--- config.mk ---
export PLATFORM = sky130hd
export DESIGN_NAME = axil_host_master
export DESIGN_NICKNAME = d
export VERILOG_FILES = /design/src/rtl/axil_host_master.sv
export SDC_FILE = /design/constraint.sdc
export NUM_CORES = 1
export LEC_CHECK = 0
export BUFFER_PORTS_ARGS = -buffer_cell sky130_fd_sc_hd__buf_2
export CORE_ASPECT_RATIO = 0.5
export CORE_MARGIN = 2
export CORE_UTILIZATION = 42
export CTS_CLUSTER_DIAMETER = 150
export CTS_CLUSTER_SIZE = 40
export DETAILED_ROUTE_END_ITERATION = 8
export GPL_TIMING_DRIVEN = 0
export PLACE_DENSITY = 0.76
export SYNTH_ARGS = -nofsm -noshare
export SYNTH_HDL_FRONTEND = slang
export SYNTH_SLANG_ARGS = --single-unit
--- constraint.sdc ---
create_clock -name aclk -period 1.9 [get_ports aclk]
set_clock_uncertainty 0.2 [all_clocks]
set_input_delay 0.095 -clock aclk [delete_from_list [all_inputs] [get_ports aclk]]
set_output_delay 0.095 -clock aclk [all_outputs]
set_load 0.02 [all_outputs]
--- src/rtl/axil_host_master.sv ---
// AXI4-Lite host master: runs one register read or write per command, with a per-channel
// handshake timeout. Also holds a GPIO output register and a 2-flop GPIO input synchronizer
// with a rising-edge IRQ detector on input bit 0.
//
// Ports:
//   aclk, aclk_reset           clock and synchronous active-high reset
//   cmd_*                      command request (valid/ready, write flag, addr, wdata, wstrb)
//   rsp_*                      one-cycle completion pulse with rdata, resp and timeout flag
//   m_aw*/m_w*/m_b*/m_ar*/m_r* AXI4-Lite master channels
//   gpio_wr, gpio_wdata        load the GPIO output register
//   gpio_out                   registered GPIO outputs
//   gpio_in                    asynchronous GPIO inputs
//   gpio_in_sync               synchronized GPIO inputs
//   irq_rise                   one-cycle pulse on a rising edge of gpio_in_sync[0]
module axil_host_master #(
  parameter int unsigned DATA_WIDTH     = 32,
  parameter int unsigned ADDR_WIDTH     = 11,
  parameter int unsigned NUMB_INPUT_IO  = 1,
  parameter int unsigned NUMB_OUTPUT_IO = 3,
  parameter int unsigned TIMEOUT_CYCLES = 1024
) (
  input  logic                      aclk,
  input  logic                      aclk_reset,
  input  logic                      cmd_valid,
  output logic                      cmd_ready,
  input  logic                      cmd_write,
  input  logic [ADDR_WIDTH-1:0]     cmd_addr,
  input  logic [DATA_WIDTH-1:0]     cmd_wdata,
  input  logic [DATA_WIDTH/8-1:0]   cmd_wstrb,
  output logic                      rsp_valid,
  output logic [DATA_WIDTH-1:0]     rsp_rdata,
  output logic [1:0]                rsp_resp,
  output logic                      rsp_timeout,
  output logic [ADDR_WIDTH-1:0]     m_awaddr,
  output logic [2:0]                m_awprot,
  output logic                      m_awvalid,
  input  logic                      m_awready,
  output logic [DATA_WIDTH-1:0]     m_wdata,
  output logic [DATA_WIDTH/8-1:0]   m_wstrb,
  output logic                      m_wvalid,
  input  logic                      m_wready,
  input  logic [1:0]                m_bresp,
  input  logic                      m_bvalid,
  output logic                      m_bready,
  output logic [ADDR_WIDTH-1:0]     m_araddr,
  output logic [2:0]                m_arprot,
  output logic                      m_arvalid,
  input  logic                      m_arready,
  input  logic [DATA_WIDTH-1:0]     m_rdata,
  input  logic [1:0]                m_rresp,
  input  logic                      m_rvalid,
  output logic                      m_rready,
  input  logic                      gpio_wr,
  input  logic [NUMB_OUTPUT_IO-1:0] gpio_wdata,
  output logic [NUMB_OUTPUT_IO-1:0] gpio_out,
  input  logic [NUMB_INPUT_IO-1:0]  gpio_in,
  output logic [NUMB_INPUT_IO-1:0]  gpio_in_sync,
  output logic                      irq_rise
);

  localparam int unsigned StrbW = DATA_WIDTH / 8;
  localparam int unsigned CntW  = (TIMEOUT_CYCLES > 1) ? $clog2(TIMEOUT_CYCLES) : 1;
  // Counter value seen in the last allowed wait cycle of a state.
  localparam logic [CntW-1:0] CntMax =
      CntW'((TIMEOUT_CYCLES > 0) ? (TIMEOUT_CYCLES - 1) : 0);

  localparam logic [2:0] StIdle   = 3'd0;
  localparam logic [2:0] StWr     = 3'd1;
  localparam logic [2:0] StWrResp = 3'd2;
  localparam logic [2:0] StRdAddr = 3'd3;
  localparam logic [2:0] StRdData = 3'd4;

  logic [2:0]            state_q, state_d;
  logic [CntW-1:0]       cnt_q, cnt_d;
  logic [ADDR_WIDTH-1:0] addr_q, addr_d;
  logic [DATA_WIDTH-1:0] wdata_q, wdata_d;
  logic [StrbW-1:0]      wstrb_q, wstrb_d;
  logic                  awvalid_q, awvalid_d;
  logic                  wvalid_q, wvalid_d;
  logic                  bready_q, bready_d;
  logic                  arvalid_q, arvalid_d;
  logic                  rready_q, rready_d;
  logic                  cmd_ready_q, cmd_ready_d;
  logic                  rsp_valid_q, rsp_valid_d;
  logic [DATA_WIDTH-1:0] rsp_rdata_q, rsp_rdata_d;
  logic [1:0]            rsp_resp_q, rsp_resp_d;
  logic                  rsp_timeout_q, rsp_timeout_d;
  logic                  aw_done, w_done, abort, timeout_hit;

  logic [NUMB_OUTPUT_IO-1:0] gpio_out_q;
  logic [NUMB_INPUT_IO-1:0]  sync1_q, sync2_q;
  logic                      sync_d0_q;
  logic                      irq_rise_q;

  assign timeout_hit = (TIMEOUT_CYCLES != 0) && (cnt_q == CntMax);

  always_comb begin
    state_d       = state_q;
    cnt_d         = '0;
    addr_d        = addr_q;
    wdata_d       = wdata_q;
    wstrb_d       = wstrb_q;
    awvalid_d     = awvalid_q;
    wvalid_d      = wvalid_q;
    bready_d      = bready_q;
    arvalid_d     = arvalid_q;
    rready_d      = rready_q;
    rsp_valid_d   = 1'b0;
    rsp_rdata_d   = rsp_rdata_q;
    rsp_resp_d    = rsp_resp_q;
    rsp_timeout_d = rsp_timeout_q;
    aw_done       = 1'b0;
    w_done        = 1'b0;
    abort         = 1'b0;

    case (state_q)
      StIdle: begin
        if (cmd_valid && cmd_ready_q) begin
          addr_d  = cmd_addr;
          wdata_d = cmd_wdata;
          wstrb_d = cmd_wstrb;
          if (cmd_write) begin
            state_d   = StWr;
            awvalid_d = 1'b1;
            wvalid_d  = 1'b1;
          end else begin
            state_d   = StRdAddr;
            arvalid_d = 1'b1;
          end
        end
      end
      StWr: begin
        // A channel counts as done if it already handshook or handshakes this cycle.
        aw_done   = !awvalid_q || m_awready;
        w_done    = !wvalid_q || m_wready;
        awvalid_d = awvalid_q && !m_awready;
        wvalid_d  = wvalid_q && !m_wready;
        if (aw_done && w_done) begin
          state_d  = StWrResp;
          bready_d = 1'b1;
        end else if (timeout_hit) begin
          abort = 1'b1;
        end else begin
          cnt_d = cnt_q + CntW'(1);
        end
      end
      StWrResp: begin
        if (m_bvalid) begin
          state_d       = StIdle;
          bready_d      = 1'b0;
          rsp_valid_d   = 1'b1;
          rsp_rdata_d   = '0;
          rsp_resp_d    = m_bresp;
          rsp_timeout_d = 1'b0;
        end else if (timeout_hit) begin
          abort = 1'b1;
        end else begin
          cnt_d = cnt_q + CntW'(1);
        end
      end
      StRdAddr: begin
        if (m_arready) begin
          state_d   = StRdData;
          arvalid_d = 1'b0;
          rready_d  = 1'b1;
        end else if (timeout_hit) begin
          abort = 1'b1;
        end else begin
          cnt_d = cnt_q + CntW'(1);
        end
      end
      StRdData: begin
        if (m_rvalid) begin
          state_d       = StIdle;
          rready_d      = 1'b0;
          rsp_valid_d   = 1'b1;
          rsp_rdata_d   = m_rdata;
          rsp_resp_d    = m_rresp;
          rsp_timeout_d = 1'b0;
        end else if (timeout_hit) begin
          abort = 1'b1;
        end else begin
          cnt_d = cnt_q + CntW'(1);
        end
      end
      default: state_d = StIdle;
    endcase

    if (abort) begin
      state_d       = StIdle;
      awvalid_d     = 1'b0;
      wvalid_d      = 1'b0;
      bready_d      = 1'b0;
      arvalid_d     = 1'b0;
      rready_d      = 1'b0;
      rsp_valid_d   = 1'b1;
      rsp_rdata_d   = '0;
      rsp_resp_d    = 2'b10;
      rsp_timeout_d = 1'b1;
    end

    // Registered so the accept window opens in the same cycle as the response pulse.
    cmd_ready_d = (state_d == StIdle);
  end

  always_ff @(posedge aclk) begin
    if (aclk_reset) begin
      state_q       <= StIdle;
      cnt_q         <= '0;
      addr_q        <= '0;
      wdata_q       <= '0;
      wstrb_q       <= '0;
      awvalid_q     <= 1'b0;
      wvalid_q      <= 1'b0;
      bready_q      <= 1'b0;
      arvalid_q     <= 1'b0;
      rready_q      <= 1'b0;
      cmd_ready_q   <= 1'b1;
      rsp_valid_q   <= 1'b0;
      rsp_rdata_q   <= '0;
      rsp_resp_q    <= 2'b00;
      rsp_timeout_q <= 1'b0;
    end else begin
      state_q       <= state_d;
      cnt_q         <= cnt_d;
      addr_q        <= addr_d;
      wdata_q       <= wdata_d;
      wstrb_q       <= wstrb_d;
      awvalid_q     <= awvalid_d;
      wvalid_q      <= wvalid_d;
      bready_q      <= bready_d;
      arvalid_q     <= arvalid_d;
      rready_q      <= rready_d;
      cmd_ready_q   <= cmd_ready_d;
      rsp_valid_q   <= rsp_valid_d;
      rsp_rdata_q   <= rsp_rdata_d;
      rsp_resp_q    <= rsp_resp_d;
      rsp_timeout_q <= rsp_timeout_d;
    end
  end

  always_ff @(posedge aclk) begin
    if (aclk_reset) begin
      gpio_out_q <= '0;
      sync1_q    <= '0;
      sync2_q    <= '0;
      sync_d0_q  <= 1'b0;
      irq_rise_q <= 1'b0;
    end else begin
      if (gpio_wr) gpio_out_q <= gpio_wdata;
      sync1_q    <= gpio_in;
      sync2_q    <= sync1_q;
      sync_d0_q  <= sync2_q[0];
      irq_rise_q <= sync2_q[0] & ~sync_d0_q;
    end
  end

  assign cmd_ready    = cmd_ready_q;
  assign rsp_valid    = rsp_valid_q;
  assign rsp_rdata    = rsp_rdata_q;
  assign rsp_resp     = rsp_resp_q;
  assign rsp_timeout  = rsp_timeout_q;
  assign m_awaddr     = addr_q;
  assign m_awprot     = 3'b000;
  assign m_awvalid    = awvalid_q;
  assign m_wdata      = wdata_q;
  assign m_wstrb      = wstrb_q;
  assign m_wvalid     = wvalid_q;
  assign m_bready     = bready_q;
  assign m_araddr     = addr_q;
  assign m_arprot     = 3'b000;
  assign m_arvalid    = arvalid_q;
  assign m_rready     = rready_q;
  assign gpio_out     = gpio_out_q;
  assign gpio_in_sync = sync2_q;
  assign irq_rise     = irq_rise_q;

endmodule

==> flow_metrics.env <==
export IMPL_ys_seq_area_frac=0.488
export IMPL_synth_ff_type="dfxtp_1"
export IMPL_n_fill_cell=750
export IMPL_crit_family="buffers and inverters"
export IMPL_setup_worst_path_class="reg -> reg"
export IMPL_grt_pass1_wl_mm=21.5
export IMPL_synth_area_leaders="dfxtp_1 (49%), nand2_1 (8.6%), mux2i_1 (8.3%)"
export IMPL_regArea_sq_mm=0.00219
export IMPL_antenna_found_initial=0
export IMPL_path_common_cell="buf_6"
export IMPL_cts_made_buffers=9
export IMPL_worst_slew_pin_slew_ns=0.552
export IMPL_ys_ff_latch=109
export IMPL_worst_path_stages=7
export IMPL_reg2reg_depth=7
export IMPL_antenna_cells=0
export IMPL_post_dp_hpwl_mm=8.40
export IMPL_syn_inst=507
export IMPL_grt_pass1_vias=4566
export IMPL_slew_viol_final=0
export IMPL_finalHoldViolCount=0
export IMPL_powerDensity_mw_per_mm2=1010
export IMPL_cts_path_max_buffers=2
export IMPL_clk_pin_slew_worst_paths_ns=0.07
export IMPL_fp_row_count=26
export IMPL_syn_avg_cell_area_sq_um=8.82
export IMPL_critical_path_slowest_cell="dfxtp_2"
export IMPL_final_nets=936
export IMPL_netSwitchingFraction=0.357
export IMPL_seqPwrFrac=0.382
export IMPL_port_buffer_count=201
export IMPL_internal_power_mw=4.72
export IMPL_max_stage_delay_ns=0.33
export IMPL_clock_power_share=0.233
export IMPL_fin_hold_ws_ns=0.145
export IMPL_cp_max_fo=10
export IMPL_vias=4664
export IMPL_yosysMostFrequentCell="dfxtp_1"
export IMPL_clock_latency_ns=0.34
export IMPL_hold_path_depth=6
export IMPL_initial_core_util=0.435
export IMPL_rsz0062_at_grt="yes"
export IMPL_synth_commonest_cells="dfxtp_1 (109), nand2_1 (102), a21oi_1 (52)"
export IMPL_drtAntennaViolNets=0
export IMPL_die_area_sq_mm=0.0115
export IMPL_clkSinkCount=109
export IMPL_cap_viol_max_count=0
export IMPL_yosysTopAreaCell="dfxtp_1"
export IMPL_cts_tree="done"
export IMPL_fin_crit_sh=1.01
export IMPL_boundaryPins=208
export IMPL_combPwrFrac=0.385
export IMPL_gp_congestion=0.804
export IMPL_hold_path_end="m_wdata[30]$_SDFFE_PP0P_"
export IMPL_area_delta_synth_final_pct=62.3
export IMPL_r2r_slack_ns=-0.01
export IMPL_fin_setup_tns_ns=-0.0113
export IMPL_drtIter0Drc=233
export IMPL_p_leak_nw=3.56
export IMPL_synthArstFlopShare=0
export IMPL_drive_above_1_share=0.368
export IMPL_htree_levels=3
export IMPL_critPathCaptureType="flip-flop"
export IMPL_coreArea_sq_mm=0.0103
export IMPL_violations="setup timing"
export IMPL_critPathLaunchType="flip-flop"
export IMPL_setup_slack_ns=-0.0113
export IMPL_grt_overflow=0
export IMPL_report_final_setup_viol=1
export IMPL_status="finished with violations"
export IMPL_utilization=0.705
export IMPL_crit_chain="buf_6, nor4bb_2, a31oi_1, buf_4, buf_6, mux2i_2, nor2_1"
export IMPL_cp_data_required_time_ns=1.93
export IMPL_r2r_start="state_q[1]$_SDFF_PP0_"
export IMPL_slew_headroom=0.632
export IMPL_p_sw_mw=2.61
export IMPL_grt_max_degree=17
export IMPL_dieWidth_um=150
export IMPL_hold_start="cmd_valid"
export IMPL_yosysWarnings=0
export IMPL_die_h_um=76.9
export IMPL_syn_area_sq_mm=0.00447
export IMPL_peakVddDrop_mv=0.562
export IMPL_r2r_end="rsp_rdata[28]$_SDFFE_PP0P_"
export IMPL_cts_root_buf="clkbuf_16"
export IMPL_cp_num_buf_inv=3
export IMPL_synth_edff_count=0
export IMPL_multi_input_area_sq_mm=0.00208
export IMPL_routed_wl_mm=13.8
export IMPL_grt_usage=0.232
export IMPL_routedWlPerCell_um=14.1
export IMPL_fin_crit_ns=1.91
export IMPL_hold_class="in -> reg"
export IMPL_synth_top_cell_area_share=0.488
export IMPL_remaining_drc_errors=0
export IMPL_cp_arrival_ns=1.94
export IMPL_first_pass_iters=5
export IMPL_ys_types=47
export IMPL_viasPerCell=4.74
export IMPL_max_freq_mhz=523
export IMPL_p_total_mw=7.33
-- layout by cell type, fill, tap and decap left out, types with 4 or more instances in the layout --
| cell | instances |
|---|---|
| dfxtp_1 | 104 |
| clkbuf_1 | 13 |
| mux2i_4 | 4 |
| nor3_1 | 6 |
| conb_1 | 6 |
| buf_2 | 203 |
| dfxtp_2 | 4 |
| o21ai_0 | 4 |
| nand4_1 | 4 |
| nor2_4 | 4 |
| nand2_1 | 102 |
| a21oi_1 | 51 |
| buf_4 | 35 |
| dlygate4sd3_1 | 97 |
| nand3_1 | 6 |
| nor2_1 | 37 |
| a31oi_1 | 4 |
| clkbuf_16 | 9 |
| nor2b_1 | 6 |
| clkbuf_2 | 6 |
| mux2i_1 | 30 |
| and2_1 | 32 |
| inv_1 | 7 |
| xor2_1 | 4 |
| buf_6 | 8 |
-- metal layers --
metal	track usage	routed length [um]	part of all wire	up-vias
met3	0.0512	712	0.051	30
met5	0	0	0	-
li1	-	-	-	2313
met4	0.0830	369	0.027	0
met2	0.443	7060	0.51	140
met1	0.251	5690	0.41	2181
-- flip-flops by register name, summed over array words and instances, names as in the netlist, 2 cells and up --
register and count:
m_wstrb 4, rsp_resp 2, rsp_rdata 32, gpio_out 3, cnt_q 10, state_q 3, m_araddr 11, m_wdata 32
-- logic make-up after synthesis --
family,after synthesis,share of synthesized area
compound gates,75,0.0983
xor+xnor,6,0.0118
fa+ha+maj,1,0.00280
buf+inv,58,0.0781
flops,109,0.488
mux,39,0.0879
other cells,1,0.000839
simple gates,218,0.232
-- final cells by class --
class / count / area share
Tap cell: 140 / 0.0242
Inverter: 7 / 0.00362
Sequential cell: 109 / 0.302
Multi-Input combinational cell: 345 / 0.287
Clock inverter: 4 / 0.00345
Timing Repair Buffer: 316 / 0.294
Buffer: 50 / 0.0526
Clock buffer: 12 / 0.0326
-- power groups by stage --
stage	logic, mW	clock network, mW	registers [mW]
floorplan	1.25	0	3.15
global placement	2.28	0	2.81
detailed placement	2.31	0	2.83
CTS	2.63	1.74	2.79
global route	3.03	1.84	2.84
finish	2.82	1.71	2.80
-- tightest hold or removal path, stage by stage --
cell	delay [ns]
buf_2	0.11
nand2_1	0.10
nor4_2	0.06
buf_4	0.17
nand2_1	0.07
a21oi_1	0.05
-- metrics by stage --
| stage | instance area, sq um | cells | setup WS, ns |
|---|---|---|---|
| after floorplan | 4490 | 512 | 0.0434 |
| after CTS | 7080 | 976 | 0.00111 |
| after global placement | 5670 | 853 | -0.357 |
| after detailed placement | 5670 | 853 | -0.419 |
| after global routing | 7250 | 983 | -0.138 |
| final | 7250 | 983 | -0.0113 |
-- how the worst max path moves through the flow --
stage / startpoint / endpoint / slack [ns]
finish: state_q[1]$_SDFF_PP0_ / rsp_rdata[28]$_SDFFE_PP0P_ / -0.01
global route: state_q[1]$_SDFF_PP0_ / rsp_rdata[25]$_SDFFE_PP0P_ / -0.14
CTS: state_q[2]$_SDFF_PP0_ / cmd_ready$_SDFF_PP1_ / 0.001
detailed placement: state_q[1]$_SDFF_PP0_ / state_q[0]$_SDFF_PP0_ / -0.42
global placement: state_q[1]$_SDFF_PP0_ / state_q[0]$_SDFF_PP0_ / -0.36
floorplan: state_q[1]$_SDFF_PP0_ / cmd_ready$_SDFF_PP1_ / 0.04
-- what timing repair did --
| item | 4_1_cts | 5_1_grt |
|---|---|---|
| resized for setup | 28 | 33 |
| cloned | 1 | 0 |
| setup buffers | 9 | 8 |
| endpoints found under the hold margin | 95 | 0 |
| pin swaps | 6 | 9 |
| endpoints found under the setup margin | 94 | 77 |
| hold buffers | 97 | 0 |
Power figures use the tool's default switching activity.
